==> config.mk <==
export PLATFORM = sky130hd
export DESIGN_NAME = eth_arp_tx
export DESIGN_NICKNAME = d
export VERILOG_FILES = /design/src/rtl/eth_arp_tx.sv
export SDC_FILE = /design/constraint.sdc
export NUM_CORES = 1
export LEC_CHECK = 0
export BUFFER_PORTS_ARGS = -buffer_cell sky130_fd_sc_hd__buf_4
export CORE_MARGIN = 3
export CORE_UTILIZATION = 55
export CTS_CLUSTER_DIAMETER = 30
export DETAILED_ROUTE_END_ITERATION = 6
export GPL_TIMING_DRIVEN = 0
export PLACE_DENSITY_LB_ADDON = 0.12
export SYNTH_ARGS = -nofsm -noshare
export SYNTH_HDL_FRONTEND = slang
export SYNTH_SLANG_ARGS = --single-unit
export TNS_END_PERCENT = 10
==> constraint.sdc <==
create_clock -name phy1_125M_clk -period 3.7 [get_ports phy1_125M_clk]
set_input_delay 0 -clock phy1_125M_clk [delete_from_list [all_inputs] [get_ports phy1_125M_clk]]
set_output_delay 0 -clock phy1_125M_clk [all_outputs]
set_load 0.01 [all_outputs]
==> src/rtl/eth_arp_tx.sv <==
// eth_arp_tx: one-shot broadcast ARP request frame generator on a GMII transmit path, with CRC-32 FCS and inter-frame gap
//   phy1_125M_clk, reset_n (sync, active-low)
//   start, gratuitous, target_ip[31:0] : frame request, target IP latched when the request is taken
//   busy, done, frame_count[15:0]     : frame in progress, end-of-IFG pulse, completed-frame count
//   tx_en, tx_data[7:0]               : GMII transmit
module eth_arp_tx #(
  parameter logic [47:0] SRC_MAC = 48'h00301ba0a48e,
  parameter logic [31:0] SRC_IP = 32'h0a00150a,
  parameter int PREAMBLE_LEN = 7,
  parameter int IFG_CYCLES = 12
) (
  input  logic        phy1_125M_clk,
  input  logic        reset_n,
  input  logic        start,
  input  logic        gratuitous,
  input  logic [31:0] target_ip,
  output logic        busy,
  output logic        done,
  output logic        tx_en,
  output logic [7:0]  tx_data,
  output logic [15:0] frame_count
);
  typedef enum logic [2:0] {IDLE, PRE, SFD, DATA, FCS, IFG} state_t;
  state_t state;
  logic [7:0] cnt, lim, byte_c;
  logic [31:0] crc;
  logic [479:0] sr;
  logic last;
  function automatic logic [31:0] crc_next(input logic [31:0] c, input logic [7:0] d);
    logic [31:0] r;
    r = c ^ {24'd0, d};
    for (int i = 0; i < 8; i++) r = r[0] ? (r >> 1) ^ 32'hedb88320 : r >> 1;
    return r;
  endfunction
  always_comb begin
    lim = state == PRE ? 8'(PREAMBLE_LEN - 1) : state == DATA ? 8'd59 : state == FCS ? 8'd3 :
          state == IFG ? 8'(IFG_CYCLES - 1) : 8'd0;
    last = cnt == lim;
    byte_c = state == PRE ? 8'h55 : state == SFD ? 8'hd5 : state == DATA ? sr[479:472] :
             state == FCS ? ~crc[{cnt[1:0], 3'b000} +: 8] : 8'h00;
  end
  // the whole 60-byte payload is captured at acceptance and shifted out MSB byte first
  always_ff @(posedge phy1_125M_clk) begin
    if (!reset_n) begin
      state <= IDLE;
      cnt <= 8'd0;
      crc <= 32'hffffffff;
      sr <= '0;
      tx_en <= 1'b0;
      tx_data <= 8'h00;
      busy <= 1'b0;
      done <= 1'b0;
      frame_count <= 16'h0000;
    end else begin
      state <= state == IDLE ? (start ? PRE : IDLE) : !last ? state : state == IFG ? IDLE : state_t'(state + 3'd1);
      cnt <= (state == IDLE || last) ? 8'd0 : cnt + 8'd1;
      crc <= state == DATA ? crc_next(crc, sr[479:472]) : state == FCS ? crc : 32'hffffffff;
      if (state == IDLE && start)
        sr <= {48'hffffffffffff, SRC_MAC, 16'h0806, 16'h0001, 16'h0800, 8'h06, 8'h04, 16'h0001,
               SRC_MAC, SRC_IP, 48'h0, gratuitous ? SRC_IP : target_ip, 144'h0};
      else if (state == DATA)
        sr <= sr << 8;
      tx_en <= state != IDLE && state != IFG;
      tx_data <= byte_c;
      busy <= state != IDLE;
      done <= state == IFG && last;
      frame_count <= frame_count + 16'(state == IFG && last);
    end
  end
endmodule
Word-level counts from Yosys, hierarchy flattened --
Index checks and enable logic that the tools add are counted.
Storage, ports and cells: bits of input ports 36, word-level logic and storage cells 72, register bits 406, output and inout bits 27
Cells by class: multiplexer cells 25, equality and inequality tests 8, shift-type cells 1, reductions and logical operators 12, add/subtract/negate cells 3, bitwise logic cells 11
Operator list (number):
- $mux W480 | 2
- $mux W32 | 11
- $not A13 Y14 | 8
- $shiftx A32 B6 Y8 | 1
- $xor A32 B8 Y32 | 1
- $mux W8 | 3
- $add A16 B1 Y16 | 1
- $mux W6 | 2
- $mux W3 | 3
- $add A8 B1 Y8 const B | 1
- $eq A8 B6 Y1 | 1
- $mux W4 | 2
- $not A8 Y8 | 1
- $mux W7 | 1
- $eq A3 B2 Y1 const B | 2
- $eq A3 B3 Y1 const B | 2
- $reduce_or A2 Y1 | 3
- $reduce_bool A2 Y1 | 2
- $add A3 B1 Y3 const B | 1
- $eq A3 B1 Y1 const B | 1
- $logic_and A1 B1 Y1 | 3
- $logic_not A3 Y1 | 1
- $ne A3 B3 Y1 const B | 1
- $reduce_bool A3 Y1 | 1
- 5 further kinds | 5

Logic depth before layout (Yosys ltp) --
Gate-level depths: netlist of run 1.
depth after elaboration 18, depth in mapped cells 15, mapped depth without buffers 13

Least setup slack after synthesis of run 1 --
Ideal clock, no wire load.
kind register to register, from register state[2], to register frame_count[12], slack 0.740 ns, required time 3.585 ns, path buffers 1, cell stages (with the launch flop) 15, data arrival time 2.845 ns, path through dfxtp_1 -> buf_2 -> inv_1 -> ha_1 -> o21ai_1 -> mux2i_1 -> o2111ai_2 -> nor4_1 -> ha_1 -> ha_1 -> nand2_1 -> nor2_1 -> nand3_1 -> xnor2_1 -> and2_1
On the way: cells in the longest elaborated chain, start to end 8, elaborated cells on any way between the ends 11, those cells by class add/sub (1); eq/ne (5); mux (4); reduce/logical (1)
Ends and longest elaborated chain:
- start, declared | line 24 | state_t state;
- start signal, assigned | line 55 | state <= state == IDLE ? (start ? PRE : IDLE) : !last ? state : state == IFG ? IDLE : state_t'(state + 3'd1);
- $eq A3 B3 Y1 | line 37, 67
- $mux W4 | line 37 | state == IFG ? 8'(IFG_CYCLES - 1) : 8'd0;
- $mux W4 | line 36 | lim = state == PRE ? 8'(PREAMBLE_LEN - 1) : state == DATA ? 8'd59 : state == FCS ? 8'd3 :
- $mux W6 (2 in series) | line 36
- $eq A8 B6 Y1 | line 38 | last = cnt == lim;
- $logic_and A1 B1 Y1 (*) | line 67 | frame_count <= frame_count + 16'(state == IFG && last);
- $add A16 B1 Y16 (*) | line 67
- end signal, assigned | line 67
- end, declared | line 21 | output logic [15:0] frame_count
Every way passes the cells marked *; elsewhere a longest branch is shown, timed or not. A chain may end at the register's enable or synchronous reset.

Final worst setup path of run 1 --
from register state[2], to register frame_count[14]
Same word-level chain as after synthesis.

==> results of run 1 <==
==> timing repair <==
item | in CTS | in global routing
setup endpoints to repair | 0 | 9
resized for setup | 0 | 4
hold buffers | 35 | 0
endpoints found under the hold margin | 33 | 0
buffers inserted | 0 | 1
==> sequential cells by signal (all words and copies together) (netlist names) <==
register	count
frame_count	16
done	1
tx_data	8
cnt	8
state	3
sr	336
tx_en	1
busy	1
crc	32
==> Yosys cell counts (all sizes together) <==
master,n,share of area (%)
xnor3,1,0.14
or2,1,0.038
nand3,46,1.4
o2111ai,1,0.090
buf,13,0.35
or3,5,0.19
nor2b,2,0.075
nor2,327,7.4
mux2i,212,13
nand3b,12,0.54
and3,2,0.075
o21ai,33,1.0
nand4,1,0.038
o31a,1,0.053
clkbuf,126,2.8
o41ai,1,0.053
o31ai,2,0.090
xnor2,59,3.6
nand2,129,2.9
o311a,8,0.48
nor3,3,0.090
a21boi,11,0.50
mux4,8,1.1
and4,1,0.053
nand2b,27,1.0
and2,20,0.75
o211ai,1,0.075
xor2,30,2.0
a21oi,125,3.8
ha,6,0.45
dfxtp,406,49
nor3b,19,0.86
inv,9,0.20
o22a,17,0.90
o311ai,1,0.053
o21a,114,5.1
nor4,1,0.038
==> tightest hold or removal path, cell delays in order <==
cell      delay (ns)
buf_4           0.13
clkbuf_1        0.35
o311a_1         0.22
==> power by group <==
group	internal (W)	total (W)	switching [W]
clock network	0.00554	0.00797	0.00243
logic	0.00180	0.00439	0.00259
registers	0.00497	0.00539	0.000418
==> placed cells by master (no fill, tap or decap), types with 27 or more instances in the layout <==
| cell | count |
|---|---|
| a21oi_1 | 125 |
| buf_4 | 63 |
| clkbuf_1 | 128 |
| clkbuf_16 | 85 |
| dfxtp_1 | 406 |
| dlygate4sd3_1 | 35 |
| mux2i_1 | 212 |
| nand2_1 | 129 |
| nand2b_1 | 27 |
| nand3_1 | 46 |
| nor2_1 | 327 |
| o21a_1 | 114 |
| xnor2_1 | 51 |
==> worst paths after layout <==
path	start	end	slack [ns]
setup / recovery	state[2]	frame_count[14]	0.24
hold / removal	gratuitous	sr[169]	0.15
setup reg to reg	state[2]	frame_count[14]	0.24
hold reg to reg	sr[252]	sr[252]	0.49
==> logic make-up (layout without fill, tap and decap cells) <==
logic type / count (synthesis) / count (layout) / share of synthesized area (%)
adders and majority gates: 6 / 6 / 0.451
xor gates and xnor gates: 90 / 90 / 5.75
and+or+nand+nor: 596 / 596 / 15.4
AOI/OAI and AO/OA: 315 / 315 / 12.2
buffers and inverters: 148 / 401 / 3.39
muxes: 220 / 220 / 13.9
DFF: 406 / 406 / 48.9
==> metrics by stage <==
| stage | TNS [ns] | worst slack (ns) | hold slack [ns] | std cells | total power (W) |
|---|---|---|---|---|---|
| after floorplan | 0 | 0.740 | 0.159 | 1781 | 0.00863 |
| after global placement | 0 | 0.125 | 0.277 | 2233 | 0.00956 |
| after detailed placement | 0 | 0.0862 | 0.278 | 2233 | 0.00966 |
| after CTS | 0 | 0.0706 | 0.134 | 2423 | 0.0178 |
| after global routing | -0.0104 | -0.0104 | 0.202 | 2424 | 0.0186 |
| final | 0 | 0.235 | 0.155 | 2424 | 0.0178 |
==> layer usage <==
layer  up-vias  wire (um)  share of wire (%)
met1      6162      17600                 44
met2       333      19400                 48
li1       6407          -                  -
met4         0       1290                3.2
met5         -          0                  0
met3       100       1930                4.8
==> area by class of cell <==
cell class	instances	share of cell area, %
tap	390	2.32
clock inverter	49	3.24
sequential	406	38.7
inverter	9	0.161
timing repair buffer	98	3.92
buffer	139	2.53
multi-input combinational	1227	37.8
clock buffer	106	11.4
==> results.sh, run 1 <==
export IMPL_critPathMaxFanout=10
export IMPL_postLayoutCoreUtil_pct=70.7
export IMPL_yosysWarnings=0
export IMPL_hpwl_um=26300
export IMPL_drt_iter0_drc=960
export IMPL_via_count=13000
export IMPL_p_leak_nw=7.36
export IMPL_cp_buffers_inverters=3
export IMPL_avgSynthCellArea_sq_um=9.34
export IMPL_numCtsBuffers=84
export IMPL_hold_depth=3
export IMPL_grt_pass1_wl_um=65900
export IMPL_hold_path_class="input pin to flip-flop"
export IMPL_worstPathCellList="buf_2 > inv_1 > ha_1 > clkbuf_1 > a21boi_0 > o2111ai_2 > nor4_4 > ha_1 > ha_1 > nand2_1 > nor2_1 > nand2_1 > xnor2_1 > and2_1"
export IMPL_reg2regPathDepth=14
export IMPL_max_stage_delay_ns=0.38
export IMPL_place_area_sq_um=17600
export IMPL_grt_total_usage_pct=24.4
export IMPL_clock_latency_ns=0.58
export IMPL_critical_path_class="flip-flop to flip-flop"
export IMPL_ioPinCount=63
export IMPL_fin_crit_sh_pct=93.6
export IMPL_routabilityCongestion=0.860
export IMPL_cp_arrival_ns=3.91
export IMPL_fillCellCount=2242
export IMPL_crit_path_end_kind="flip-flop"
export IMPL_ys_seq_area_share_pct=48.9
export IMPL_p_per_area_nw_per_um2=845
export IMPL_synth_fp_nets=1823
export IMPL_slew_headroom_pct=44.9
export IMPL_status="finished clean"
export IMPL_cpMostUsedCell="ha_1"
export IMPL_clock_sinks=406
export IMPL_grt_max_degree=13
export IMPL_ir_drop_mv=0.475
export IMPL_initial_core_util_pct=56.0
export IMPL_die_w_um=180
export IMPL_cp_slowest_cell="dfxtp_1"
export IMPL_die_area_sq_um=32400
export IMPL_fmax_ghz=0.289
export IMPL_final_nets=2007
export IMPL_area_delta_synth_final_pct=26.4
export IMPL_rows=63
export IMPL_io_buffers=62
export IMPL_maxCapViolations=0
export IMPL_wl_um=40200
export IMPL_chipHeight_um=180
export IMPL_syn_area_sq_um=16600
export IMPL_final_cell_area_sq_um=21000
export IMPL_post_route_min_period_ns=3.46
export IMPL_final_seq_area_sq_um=8130
export IMPL_worstPathRequired_ns=4.15
export IMPL_firstDrtPassIters=5
export IMPL_crit_family="simple AND/OR/NAND/NOR gates"
export IMPL_avgRoutedWirePerCell_um=16.6
export IMPL_finalSetupViolCount=0
export IMPL_multi_input_area_sq_um=7950
export IMPL_final_max_slew_viol_count=0
export IMPL_synth_seq_cells=406
export IMPL_tritoncts="done"
export IMPL_busiest_layer="met2"
export IMPL_drive_gt1_share_pct=12.2
export IMPL_grt_met3_usage_pct=4.63
export IMPL_clkTransAtPathRegs_ns=0.06
export IMPL_tightest_slew_ns=0.826
export IMPL_finalHoldViolCount=0
export IMPL_met1_usage_pct=30.3
export IMPL_clock_tree_htree_level_count=3
export IMPL_clock_skew_ns=0.0214
export IMPL_cp_num_cells=14
export IMPL_cts_root_buf="clkbuf_16"
export IMPL_synth_distinct_cells=47
export IMPL_drc=0
export IMPL_core_area_sq_um=29700
export IMPL_syn_inst=1781
export IMPL_cp_start_kind="flip-flop"
export IMPL_viasPerCell=5.36
export IMPL_ant_nets=0
export IMPL_antenna_found_initial=0
export IMPL_cts_buffer_depth=3
export IMPL_met2_usage_pct=41.8
export IMPL_grt_pass1_vias=13200
export IMPL_antenna_cells=0
export IMPL_overflow=0
(Power assumes the default switching activity.)
==> run 2, diff against run 1 <==
Settings changed: CELL_PAD_IN_SITES_DETAIL_PLACEMENT set to 2, CELL_PAD_IN_SITES_GLOBAL_PLACEMENT set to 2, CORE_UTILIZATION 55 to 39.
==> run 2 against run 1 <==
  * First-iteration DRC count decreased by 43%
  * Register-to-register slack better by 0.02 ns
  * Utilization shrank 19 points
  * Fmax increased by 0.58%
  * Die area grew 40%
  * Routed wire length increased by 46%
  * Sequential share of layout area is 1.3 points lower
  * Final cell count grew 7.4%
  * Largest cell class unchanged
  * Setup slack better by 0.020 ns
==> results.sh, run 2 (synthesized netlist as in run 1, its figures left out) <==
export IMPL_drive_gt1_share_pct=13.3
export IMPL_grt_max_degree=14
export IMPL_largestRegisters="sr x336, crc x32, frame_count x16"
export IMPL_cts_buffer_depth=3
export IMPL_routabilityCongestion=0.782
export IMPL_place_area_sq_um=17800
export IMPL_area_delta_synth_final_pct=30.9
export IMPL_cpMostUsedCell="ha_1"
export IMPL_grt_total_usage_pct=26.0
export IMPL_firstDrtPassIters=5
export IMPL_rsz0062_at_grt="no"
export IMPL_grt_pass1_wl_um=91700
export IMPL_die_w_um=212
export IMPL_ioPinCount=63
export IMPL_crit_path_end_kind="flip-flop"
export IMPL_cp_start_kind="flip-flop"
export IMPL_p_per_area_nw_per_um2=900
export IMPL_clock_latency_ns=0.62
export IMPL_wl_met2_um=30600
export IMPL_mostFrequentLayoutCells="dfxtp_1, nor2_1, mux2i_1"
export IMPL_worstPathCellList="buf_2 > inv_1 > ha_1 > mux2i_1 > xor2_1 > o211ai_2 > nor4_4 > ha_1 > ha_1 > nand2_1 > nor2_2 > nand3_1 > xnor2_1 > and2_1"
export IMPL_fmax_ghz=0.290
export IMPL_critical_path_class="flip-flop to flip-flop"
export IMPL_critPathMaxFanout=10
export IMPL_drt_iter0_drc=547
export IMPL_numCtsBuffers=100
export IMPL_io_buffers=62
export IMPL_wl_um=58500
export IMPL_clock_sinks=406
export IMPL_rows=75
export IMPL_clock_skew_ns=0.0157
export IMPL_met1_length_um=23900
export IMPL_via_count=13800
export IMPL_status="finished clean"
export IMPL_finalHoldViolCount=0
export IMPL_cp_slowest_cell="dfxtp_1"
export IMPL_avgRoutedWirePerCell_um=22.5
export IMPL_cp_arrival_ns=3.94
export IMPL_slew_headroom_pct=37.8
export IMPL_post_route_min_period_ns=3.44
export IMPL_maxCapViolations=0
export IMPL_layout_cells_non_filler=2604
export IMPL_wl_met3_um=2080
export IMPL_postLayoutCoreUtil_pct=51.8
export IMPL_place_inst=2382
export IMPL_clkTransAtPathRegs_ns=0.04
export IMPL_crit_family="simple AND/OR/NAND/NOR gates"
export IMPL_core_area_sq_um=42000
export IMPL_hold_path_class="input pin to flip-flop"
export IMPL_final_nets=2022
export IMPL_topRoutingLayerUsed="met4"
export IMPL_largest_register_ffs=336
export IMPL_cts_root_buf="clkbuf_16"
export IMPL_worstPathRequired_ns=4.19
export IMPL_viasPerCell=5.31
export IMPL_ant_nets=0
export IMPL_clock_tree_htree_level_count=3
export IMPL_die_area_sq_um=45100
export IMPL_ir_drop_mv=0.389
export IMPL_multi_input_area_sq_um=7950
export IMPL_tightest_slew_ns=0.934
export IMPL_final_max_slew_viol_count=0
export IMPL_antenna_found_initial=2
export IMPL_final_cell_area_sq_um=21800
export IMPL_holdWs_ns=0.192
export IMPL_final_seq_area_sq_um=8130
export IMPL_p_leak_nw=7.64
export IMPL_regMostFlops="sr"
export IMPL_finalSetupViolCount=0
export IMPL_hpwl_um=34100
export IMPL_fillCellCount=4279
export IMPL_overflow=0
export IMPL_layout_commonest_cell="dfxtp_1"
export IMPL_max_stage_delay_ns=0.37
export IMPL_drc=0
export IMPL_chipHeight_um=212
export IMPL_fin_crit_sh_pct=93.1
export IMPL_cp_buffers_inverters=2
export IMPL_tritoncts="done"
export IMPL_initial_core_util_pct=39.6
export IMPL_grt_pass1_vias=16000
-- run 2: cell count changes in the layout (fill, tap and decap cells not counted), sizes merged --
cell	delta
diode	+1
bufinv	+2
clkinvlp	+1
inv	-8
clkbuf	+28
clkinv	+7
-- run 2: worst paths after layout --
path	startpoint	end	slack (ns)	cells past startpoint
hold reg to reg	sr[429]	sr[429]	0.49	2
setup / recovery	state[2]	frame_count[12]	0.26	14
hold / removal	gratuitous	sr[166]	0.19	4
setup reg to reg	state[2]	frame_count[12]	0.26	14
-- run 2: where the power goes --
group / internal, W / switching [W] / leakage (nW)
Sequential: 0.00498 / 0.000461 / 3.30
Combinational: 0.00181 / 0.00300 / 2.57
Clock: 0.00657 / 0.00278 / 1.77
-- run 2: timing repair --
action,CTS,global route
setup buffers,1,0
hold endpoints to repair,36,0
gates resized for setup,2,4
hold buffers,35,0
pin swaps,1,0
setup endpoints to repair,6,11
-- run 2: per-layer routing --
layer | vias up | GRT usage (%)
met5 | - | 0
met4 | 0 | 10.4
met3 | 125 | 4.29
met2 | 283 | 48.0
met1 | 6971 | 29.8
li1 | 6442 | -
-- run 2: worst min-delay path, stage by stage --
cell,delay (ns)
buf_4,0.14
clkbuf_1,0.26
nor3b_1,0.24
o21a_1,0.13
-- run 2: area by class of cell --
class                      instances  share of cell area (%)
sequential                       406                    37.3
multi-input combinational       1227                    36.5
clock buffer                     135                    13.3
timing repair buffer              98                    3.78
clock inverter                    51                    3.32
tap                              539                    3.10
buffer                           138                    2.43
inverter                           9                   0.155
antenna                            1                  0.0115
-- run 2: metrics by stage --
stage / setup slack, ns / TNS (ns) / power (W)
6_report: 0.255 / 0 / 0.0196
5_1_grt: 0.0247 / 0 / 0.0205
4_1_cts: 0.00929 / 0 / 0.0197
2_1_floorplan: 0.740 / 0 / 0.00863
3_3_place_gp: -0.00562 / -0.00562 / 0.00974
3_5_place_dp: -0.188 / -0.400 / 0.00994
==> run 3, diff against run 2 <==
Settings changed: PLACE_DENSITY_LB_ADDON 0.12 to 0.05.
Clock period 3.7 ns to 3.83 ns, I/O delays scaled along.
==> run 3 against run 2 <==
  * Final cell count up 0.73%
  * Setup slack gained 0.0011 ns
  * Clock skew grew 0.0094 ns
  * Clock power rose by 7%
  * Via count rose by 1.1%
  * Non-clock buffer count shrank 1
  * Routed wire length up 4.0%
  * Utilization increased by 1.0 points
  * Combinational power decreased by 3%
  * Global-route usage grew 1.0 points
  * Hold slack better by 0.0025 ns
  * Critical endpoint is now sr[145]
  * Register-to-register slack barely moved
  * Largest power group unchanged
==> results.sh, run 3 (synthesized netlist as in run 1, its figures left out) <==
export IMPL_antenna_found_initial=3
export IMPL_wl_met3_um=1830
export IMPL_drive_gt1_share_pct=13.9
export IMPL_grt_total_usage_pct=27.0
export IMPL_cp_start_kind="flip-flop"
export IMPL_wl_met2_um=32400
export IMPL_numCtsBuffers=109
export IMPL_met1_length_um=25000
export IMPL_wl_um=60800
export IMPL_rows=75
export IMPL_overflow=0
export IMPL_worst_r2r_setup_slack_ns=0.26
export IMPL_final_cell_area_sq_um=22200
export IMPL_post_cts_buffers=0
export IMPL_hold_path_class="input pin to flip-flop"
export IMPL_io_buffers=62
export IMPL_initial_core_util_pct=39.6
export IMPL_tritoncts="done"
export IMPL_ant_nets=0
export IMPL_cts_buffer_depth=3
export IMPL_drc=0
export IMPL_clock_skew_ns=0.0250
export IMPL_tns_ns=0
export IMPL_finalSetupViolCount=0
export IMPL_ioPinCount=63
export IMPL_routabilityCongestion=0.792
export IMPL_area_delta_synth_final_pct=33.5
export IMPL_regMostFlops="sr"
export IMPL_grt_max_degree=16
export IMPL_viasPerCell=5.33
export IMPL_layout_commonest_cell="dfxtp_1"
export IMPL_maxCapViolations=0
export IMPL_cp_slowest_cell="dlygate4sd3_1"
export IMPL_place_area_sq_um=17800
export IMPL_setup_slack_ns=0.256
export IMPL_chipHeight_um=212
export IMPL_p_per_area_nw_per_um2=899
export IMPL_core_area_sq_um=42000
export IMPL_grt_pass1_vias=16200
export IMPL_cts_root_buf="clkbuf_16"
export IMPL_via_count=14000
export IMPL_clock_latency_ns=0.65
export IMPL_largest_register_ffs=336
export IMPL_p_leak_nw=7.84
export IMPL_cp_arrival_ns=4.10
export IMPL_pre_cts_ws_ns=-0.0821
export IMPL_clock_tree_htree_level_count=3
export IMPL_clock_sinks=406
export IMPL_firstDrtPassIters=4
export IMPL_slew_headroom_pct=40.6
export IMPL_ir_drop_mv=0.413
export IMPL_worstPathCellList="buf_2 > inv_1 > ha_1 > clkbuf_1 > clkbuf_1 > clkbuf_1 > o21ai_0 > o311a_1 > dlygate4sd3_1"
export IMPL_critical_path_class="flip-flop to flip-flop"
export IMPL_grt_pass1_wl_um=94800
export IMPL_tightest_slew_ns=0.890
export IMPL_hpwl_um=34100
export IMPL_largestRegisters="sr x336, crc x32, frame_count x16"
export IMPL_mostFrequentLayoutCells="dfxtp_1, nor2_1, mux2i_1"
export IMPL_clkTransAtPathRegs_ns=0.05
export IMPL_cpMostUsedCell="clkbuf_1"
export IMPL_die_w_um=212
export IMPL_worstPathRequired_ns=4.35
export IMPL_crit_path_end_kind="flip-flop"
export IMPL_max_stage_delay_ns=0.57
export IMPL_fin_crit_sh_pct=93.3
export IMPL_status="finished clean"
export IMPL_avgRoutedWirePerCell_um=23.2
export IMPL_post_route_min_period_ns=3.57
export IMPL_die_area_sq_um=45100
export IMPL_fmax_ghz=0.280
export IMPL_finalHoldViolCount=0
export IMPL_critPathMaxFanout=10
export IMPL_drt_iter0_drc=554
export IMPL_final_max_slew_viol_count=0
export IMPL_topRoutingLayerUsed="met4"
export IMPL_final_nets=2030
## run 3: cell types whose count changed in the layout (fill, tap and decap cells not counted), moves of 2 or more
cell,delta
inv_6,-2
clkinv_16,+2
bufinv_16,+6
clkbuf_16,+8
clkbuf_8,-4
clkbuf_1,+3
clkinv_4,+2
clkinv_2,+4
clkinv_8,+2
## run 3: final timing paths
kind / start / depth (start not counted) / to
setup / recovery: state[2] / 9 / sr[145]
hold / removal: start / 5 / sr[144]
setup reg to reg: state[2] / 9 / sr[145]
hold reg to reg: sr[252] / 2 / sr[260]
## run 3: critical path, delay by kind of cell, from the launching register on
kind            cells  cell delay, ns
flops               1            0.34
fa+ha+maj           1            0.39
compound gates      2            0.34
buf+inv             6            2.39
## run 3: layout make-up
| cell class | count | area [sq um] |
|---|---|---|
| Antenna cell | 2 | 5.00 |
| Fill cell | 4266 | 19800 |
| Tap cell | 539 | 674 |
| Clock inverter | 63 | 987 |
| Timing Repair Buffer | 97 | 816 |
| Buffer | 138 | 528 |
| Multi-Input combinational cell | 1227 | 7960 |
| Clock buffer | 142 | 3060 |
| Sequential cell | 406 | 8130 |
| Inverter | 9 | 33.8 |
## run 3: layer usage
| layer | GRT usage, % | up-vias |
|---|---|---|
| met4 | 8.99 | 0 |
| met2 | 50.9 | 258 |
| met3 | 4.84 | 127 |
| met1 | 30.7 | 7121 |
| met5 | 0 | - |
| li1 | - | 6465 |
## run 3: timing repair
item / CTS / global route
cloned: 0 / 0
hold endpoints to repair: 36 / 0
resized for setup: 1 / 5
setup endpoints to repair: 8 / 10
hold buffers: 35 / 0
## run 3: report_power, final
| part | total [W] | switching (W) | leakage (nW) | internal, W |
|---|---|---|---|---|
| Clock | 0.0100 | 0.00294 | 1.97 | 0.00707 |
| Sequential | 0.00528 | 0.000476 | 3.30 | 0.00481 |
| Combinational | 0.00467 | 0.00293 | 2.57 | 0.00174 |
| Total | 0.0200 | 0.00634 | 7.84 | 0.0136 |
## run 3: metrics by stage
| step | total power (W) | hold WS, ns | util, % | cells |
|---|---|---|---|---|
| global route | 0.0208 | 0.195 | 52.8 | 2622 |
| finish | 0.0200 | 0.194 | 52.8 | 2623 |
| detailed placement | 0.00962 | 0.288 | 42.3 | 2382 |
| CTS | 0.0199 | 0.158 | 52.7 | 2621 |
| floorplan | 0.00834 | 0.159 | - | 1781 |
| global placement | 0.00943 | 0.286 | 42.3 | 2382 |
